===== config.mk =====
export PLATFORM = sky130hd
export DESIGN_NAME = ps2_host_tx
export DESIGN_NICKNAME = d
export VERILOG_FILES = /design/src/rtl/ps2_host_tx.sv
export SDC_FILE = /design/constraint.sdc
export NUM_CORES = 1
export LEC_CHECK = 0
export ABC_AREA = 1
export CAP_MARGIN = 10
export CELL_PAD_IN_SITES_DETAIL_PLACEMENT = 1
export CELL_PAD_IN_SITES_GLOBAL_PLACEMENT = 1
export CORE_UTILIZATION = 40
export CTS_BUF_LIST = sky130_fd_sc_hd__clkbuf_4 sky130_fd_sc_hd__clkbuf_8 sky130_fd_sc_hd__clkbuf_16
export DETAILED_ROUTE_END_ITERATION = 12
export GPL_TIMING_DRIVEN = 0
export PLACE_DENSITY = 0.85
export SYNTH_ARGS = -nofsm -noshare
export SYNTH_HDL_FRONTEND = slang
export SYNTH_SLANG_ARGS = --single-unit

===== constraint.sdc =====
create_clock -name clk -period 4.4 [get_ports clk]
set_input_delay 0.66 -clock clk [delete_from_list [all_inputs] [get_ports clk]]
set_output_delay 0.66 -clock clk [all_outputs]
set_load 0.02 [all_outputs]

===== src/rtl/ps2_host_tx.sv =====
// PS/2 host-to-device transmitter: inhibit, request-to-send, 11-bit frame clocked by the device,
// ACK check and watchdog. Both lines are driven open-drain through the *_oe outputs.
module ps2_host_tx #(
   parameter int INHIBIT_CYCLES = 5000,
   parameter int TIMEOUT_CYCLES = 750000
) (
   input  logic       clk,
   input  logic       rst,
   input  logic [7:0] tx_data,
   input  logic       tx_start,
   output logic       tx_busy,
   output logic       tx_done,
   output logic       tx_error,
   output logic [1:0] err_code,
   input  logic       ps2_clk_i,
   input  logic       ps2_data_i,
   output logic       ps2_clk_oe,
   output logic       ps2_data_oe
);

   localparam int MAX_CNT = (INHIBIT_CYCLES > TIMEOUT_CYCLES) ? INHIBIT_CYCLES : TIMEOUT_CYCLES;
   localparam int TW      = $clog2(MAX_CNT + 1);
   localparam logic [TW-1:0] INHIBIT_LAST = TW'(INHIBIT_CYCLES - 1);
   localparam logic [TW-1:0] TIMEOUT_LAST = TW'(TIMEOUT_CYCLES - 1);

   typedef enum logic [2:0] {IDLE, INHIBIT, REQ, SHIFT, ACK, WAIT_IDLE} state_t;

   state_t        state, state_n;
   logic [1:0]    clk_sync, data_sync;
   logic          clk_dly;
   logic          fe;
   logic          wd_expired;
   logic [9:0]    shreg, shreg_n;
   logic [3:0]    bit_cnt, bit_cnt_n;
   logic [TW-1:0] timer, timer_n;
   logic          busy_n, done_n, error_n, clk_oe_n, data_oe_n;
   logic [1:0]    err_code_n;

   // NOTE: synchronisers reset to 1 (idle bus) so releasing reset cannot fake a falling edge.
   always_ff @(posedge clk or posedge rst) begin
      if (rst) begin
         clk_sync  <= 2'b11;
         data_sync <= 2'b11;
         clk_dly   <= 1'b1;
      end else begin
         clk_sync  <= {clk_sync[0], ps2_clk_i};
         data_sync <= {data_sync[0], ps2_data_i};
         clk_dly   <= clk_sync[1];
      end
   end

   assign fe         = clk_dly & ~clk_sync[1];
   assign wd_expired = (timer == TIMEOUT_LAST);

   // NOTE: all state and outputs use non-blocking assignments so every flop sees pre-edge values.
   always_ff @(posedge clk or posedge rst) begin
      if (rst) begin
         state       <= IDLE;
         shreg       <= '0;
         bit_cnt     <= '0;
         timer       <= '0;
         tx_busy     <= 1'b0;
         tx_done     <= 1'b0;
         tx_error    <= 1'b0;
         err_code    <= 2'b00;
         ps2_clk_oe  <= 1'b0;
         ps2_data_oe <= 1'b0;
      end else begin
         state       <= state_n;
         shreg       <= shreg_n;
         bit_cnt     <= bit_cnt_n;
         timer       <= timer_n;
         tx_busy     <= busy_n;
         tx_done     <= done_n;
         tx_error    <= error_n;
         err_code    <= err_code_n;
         ps2_clk_oe  <= clk_oe_n;
         ps2_data_oe <= data_oe_n;
      end
   end

   always_comb begin
      // NOTE: every variable gets a default first, so no path can infer a latch.
      state_n    = state;
      shreg_n    = shreg;
      bit_cnt_n  = bit_cnt;
      timer_n    = timer;
      busy_n     = tx_busy;
      done_n     = 1'b0;
      error_n    = 1'b0;
      err_code_n = err_code;
      clk_oe_n   = ps2_clk_oe;
      data_oe_n  = ps2_data_oe;

      unique case (state)
         IDLE: begin
            clk_oe_n  = 1'b0;
            data_oe_n = 1'b0;
            if (tx_start) begin
               state_n    = INHIBIT;
               shreg_n    = {1'b1, ~^tx_data, tx_data};
               bit_cnt_n  = '0;
               timer_n    = '0;
               err_code_n = 2'b00;
               busy_n     = 1'b1;
               clk_oe_n   = 1'b1;
            end
         end
         INHIBIT: begin
            if (timer == INHIBIT_LAST) begin
               state_n   = REQ;
               data_oe_n = 1'b1;
            end else begin
               timer_n = timer + 1'b1;
            end
         end
         REQ: begin
            state_n  = SHIFT;
            clk_oe_n = 1'b0;
            timer_n  = TW'(1);   // watchdog counts cycles since the REQ cycle
         end
         SHIFT: begin
            timer_n = timer + 1'b1;
            if (fe) begin
               data_oe_n = ~shreg[0];
               shreg_n   = {1'b0, shreg[9:1]};
               bit_cnt_n = bit_cnt + 4'd1;
               if (bit_cnt == 4'd9) state_n = ACK;
            end
         end
         ACK: begin
            timer_n = timer + 1'b1;
            if (fe) begin
               state_n = WAIT_IDLE;
               if (data_sync[1]) err_code_n = 2'b01;
            end
         end
         WAIT_IDLE: begin
            if (clk_sync[1] && data_sync[1]) begin
               state_n = IDLE;
               busy_n  = 1'b0;
               if (err_code == 2'b01) error_n = 1'b1;
               else                   done_n  = 1'b1;
            end
         end
         default: state_n = IDLE;
      endcase

      // A stalled device aborts the frame regardless of pending edges.
      if ((state == SHIFT || state == ACK) && wd_expired) begin
         state_n    = IDLE;
         clk_oe_n   = 1'b0;
         data_oe_n  = 1'b0;
         err_code_n = 2'b10;
         error_n    = 1'b1;
         busy_n     = 1'b0;
      end
   end

endmodule


# [After elaboration in Yosys (flattened, before gate mapping)]
# Cells that the tools add are included.
[op_classes] shift=0 n_mul=0 add_sub_neg=2 reduce_logical=18 eq_ne=19 bitwise_logic=3 order_cmp=0 div=0 mux=40
[ops] operator="case mux 20 bit (4 select lines)" n=1
[ops] operator="2-to-1 mux 20 bit" n=2
[ops] operator="2-to-1 mux 3 bit" n=7
[ops] operator="adder 20 x 1 -> 20 bit, second input constant" n=1
[ops] operator="== test 20 x 13 -> 1 bit, second input constant" n=1
[ops] operator="== test 20 bit, second input constant" n=1
[ops] operator="2-to-1 mux 10 bit" n=2
[ops] operator="case mux 10 bit (2 select lines)" n=1
[ops] operator="case mux 3 bit (6 select lines)" n=1
[ops] operator="2-to-1 mux 1 bit" n=15
[ops] operator="!= test 3 x 2 -> 1 bit, second input constant" n=4
[ops] operator="AND reduction 3 bit" n=4
[ops] operator="!= test 3 bit, second input constant" n=3
[ops] operator="nonzero test 3 bit" n=3
[ops] operator="2-to-1 mux 2 bit" n=4
[ops] operator="2-to-1 mux 4 bit" n=2
[ops] operator="case mux 4 bit (2 select lines)" n=1
[ops] operator="nonzero test 4 bit" n=2
[ops] operator="XNOR reduction 8 bit" n=1
[ops] operator="== test 3 x 2 -> 1 bit, second input constant" n=2
[ops] operator="== test 3 bit, second input constant" n=2
[ops] operator="!= test 2 bit, second input constant" n=3
[ops] operator="AND reduction 6 bit" n=1
[ops] operator="adder 4 x 1 -> 4 bit, second input constant" n=1
[ops] operator="other kinds (14)" n=17
[totals] rom_bits=0 elab_cells=95 regBits=49 ram_bits=0 memories=0 latchBits=0

# [Logic depth before layout (Yosys ltp)]
[depth] depth_word=5 ltp_mapped=11 depth_no_buf=11

# [Least setup slack after synthesis]
# No wires, ideal clock.
[synth_timing] path_kind="register -> register" start="reg timer[0]" end="reg err_code[1]" n_path_buf=1 path_stages_with_launch=12 synth_period_minus_slack_ns=1.570 setup_slack_ns=2.830 t_arrival_ns=1.452 cell_sequence="dfrtp_1 -> ha_1 -> buf_2 -> nand3_1 -> inv_1 -> nand3_1 -> nor2_1 -> nand2_1 -> o21ai_0 -> nand2_1 -> nand2_1 -> nand2_1"
[synth_via] elab_chain_len=4 word_cells_on_any_way=8
[synth_lines] element="start: declaration" line_no="35" source="logic [TW-1:0] timer, timer_n;"
[synth_lines] element="start signal: assignment" line_no="72" source="timer <= timer_n;"
[synth_lines] element="== test 20 bit (*)" line_no="53" source="assign wd_expired = (timer == TIMEOUT_LAST);"
[synth_lines] element="logical AND 1 bit (*)" line_no="150" source="if ((state == SHIFT || state == ACK) && wd_expired) begin"
[synth_lines] element="!= test 3 x 2 -> 1 bit (no line) (tied with other cells)"
[synth_lines] element="AND reduction 4 bit (no line)"
[synth_lines] element="end signal: assignment" line_no="76" source="err_code <= err_code_n;"
[synth_lines] element="end: declaration" line_no="14" source="output logic [1:0] err_code,"
# Mark *: on every way between the ends. The rest lies on a longest branch, timed or not.
# A chain may end at the register's enable or synchronous reset.

# [Worst setup path in the final report]
[layout_timing] start="reg timer[0]" end="reg ps2_data_oe"
[layout_via] elab_chain_len=4 word_cells_on_any_way=8
[layout_lines] element="== test 20 bit" line_no="53"
[layout_lines] element="logical AND 1 bit" line_no="150"
[layout_lines] element="!= test 3 bit (no line) (tied with other cells)"
[layout_lines] element="AND reduction 3 bit (no line)"
[layout_lines] element="end signal: assignment" line_no="78" source="ps2_data_oe <= data_oe_n;"
[layout_lines] element="end: declaration" line_no="18" source="output logic ps2_data_oe"
# Several ways; a longest one is shown, not always the timed one.

==> out/qor.csv <==
metric,value,unit
clock share of power,0.181,
gr ovfl total,0,
Worst Skew,19.4,ps
Post-DP HPWL,6180,µm
Max clock buf depth,2,
die footprint,7610,µm²
WP buf/inv,1,
final hold violations,0,
CP endpoint kind,flip-flop,
crit-path max FO,7,
Slew Limit Headroom,0.649,
Yosys top cell area share,0.379,
fin crit period,2040,ps
Sequential Power Share,0.372,
sw frac,0.451,
achievable frequency,0.491,GHz
fin area,3330,µm²
Tightest Pin Transition,522,ps
initial DRC count,156,
"Largest delay share family, worst path",simple AND/OR/NAND/NOR gates,
crit path max-delay cell type,dfrtp_1,
post-synthesis sequential area ratio,0.424,
top-count cell post-synth,nand2_1,
CP Class,flip-flop to flip-flop,
synth top area cells,"dfrtp_1 (38%), nand2_1 (13%), nand3_1 (6.0%), inv_1 (4.9%), nor2_1 (4.6%)",
Max Cap Viol,0,
Hold Path Class,flip-flop to flip-flop,
core area,6910,µm²
io pins,20,
Root Driver,clkbuf_8,
largest stage delay on the critical path,420,ps
CP dominant cell by count,nand2_1,
Hold Buf Count CTS,0,
warnings from Yosys,0,
CTS Buf Count,5,
unrepaired setup endpoints after global routing,no,
antenna-violating nets left,0,
Initial Util,0.421,
maximum VDD drop,0.208,mV
Tot GR Track Use,0.225,
Final TNS setup,0,ps
Post-Synthesis Cells,385,
Worst EP required,4620,ps
via count,2698,
Avg Inst Size Synth,7.55,µm²
Psw,0.764,mW
number of flops mapped to enable cells by yosys,0,
Post-Syn Nets,401,
Design Power,1.69,mW
clk_lat worst skew,330,ps
Final Max Tran Viols,0,
cell-internal power,0.930,mW
cell taking the most area after synthesis,dfrtp_1,
Mapped Area,2910,µm²
Startpoint Class,flip-flop,
Nets,428,
htree depth,2,
"Cell Chain, Critical Path","ha_1, buf_2, nand3_1, nor2_1, nand3_1, nor2_1, or2_1, nand2_1, nand2_1, nand2_1",
PortBufs,19,
"Top FF cell, synth",dfrtp_1,
"Reg clk slew, reported paths",120,ps
Logic pwr share,0.447,
"FFs w/ async S/R, synth",1.00,
CTS tree,done,
routed vias/inst,5.30,
largest net degree at the start of global routing,39,
Post-synth top cells,"nand2_1 (101), dfrtp_1 (44), inv_1 (38)",
vias in the first global route,2785,
Synth Register Bits,49,
Crit path arrival time,2260,ps
area delta synth->final,14.7,%
DRC,0,
row count,30,
Final period util,0.463,
initial antenna violation count,0,
run status,"finished, final reports clean",
Avg WL per Cell,15.4,µm
global placement routability congestion,0.857,
postcts setup bufs,0,
clock tree sinks,49,
Pre-antenna DRT Iters,4,
Pwr Density,508,nW/µm²
share of layout cells above drive strength 1,0.138,
Post-CTS Resized,0,
setup slack after layout,2360,ps
Die Span Y,87.2,µm
Total Routed Length,7850,µm
pre-CTS worst setup slack,2340,ps
Synth cell types,39,
placed inst area,3240,µm²
chip width,87.2,µm
P_leak,1.49,nW
n_diodes,0,
final setup fails,0,
global-route wire length before repair,13100,µm
-- kinds of logic (layout without fill, tap and decap cells) --
logic type,Yosys count,count (layout),share of synthesized area
adders and majority gates,3,3,0.0129
xor gates and xnor gates,15,15,0.0452
DFF,49,49,0.424
buffers and inverters,57,85,0.0826
AOI/OAI and AO/OA,44,44,0.0969
and+or+nand+nor,217,217,0.338
-- flip-flops by register name, summed over array words and instances, names as in the netlist --
register / flops
err_code: 2
tx_error: 1
clk_sync: 2
shreg: 10
timer: 20
ps2_data_oe: 1
tx_busy: 1
state: 3
clk_dly: 1
bit_cnt: 4
tx_done: 1
ps2_clk_oe: 1
data_sync: 2
-- per-layer routing --
metal | vias to the layer above | GRT usage | share of wire
li1 | 1303 | - | -
met1 | 1329 | 0.287 | 0.46
met2 | 49 | 0.386 | 0.49
met3 | 17 | 0.0351 | 0.029
met4 | 0 | 0.0805 | 0.019
met5 | - | 0 | 0
-- final timing paths --
check | from | endpoint | slack, ps | cells past startpoint
max | timer[0] | ps2_data_oe | 2360 | 10
min | clk_sync[0] | clk_sync[1] | 370 | 0
max reg2reg | timer[0] | ps2_data_oe | 2360 | 10
min reg2reg | clk_sync[0] | clk_sync[1] | 370 | 0
max in group asynchronous | rst | data_sync[0] | 3260 | 3
min in group asynchronous | rst | timer[11] | 590 | 2
-- layout by cell type (no fill, tap or decap), types with 10 or more instances in the layout --
| master | count |
|---|---|
| clkdlybuf4s50_1 | 19 |
| dfrtp_1 | 44 |
| inv_1 | 37 |
| inv_2 | 10 |
| nand2_1 | 101 |
| nand3_1 | 35 |
| nand4_1 | 10 |
| nor2_1 | 36 |
| nor3_1 | 15 |
| o21ai_0 | 14 |
-- final cells by class --
class,count,area [µm²]
Multi-Input combinational cell,279,1430
Clock buffer,5,68.8
Sequential cell,49,1230
Inverter,48,183
Fill cell,894,3570
Tap cell,96,120
Timing Repair Buffer,20,210
Clock inverter,3,28.8
Buffer,9,57.6
-- power by group through the flow --
stage	registers [mW]	clock network (mW)	logic [mW]
3_5_place_dp	0.640	0	0.761
2_1_floorplan	0.637	0	0.529
6_report	0.631	0.307	0.757
5_1_grt	0.647	0.325	0.840
3_3_place_gp	0.635	0	0.725
4_1_cts	0.632	0.310	0.763
-- metrics by stage --
stage / hold WS, ps / utilization / instances
floorplan: 345 / - / 385
global placement: 347 / 0.466 / 500
detailed placement: 349 / 0.469 / 501
CTS: 366 / 0.483 / 509
global route: 370 / 0.483 / 509
finish: 365 / 0.483 / 509
(Power assumes the default switching activity.)
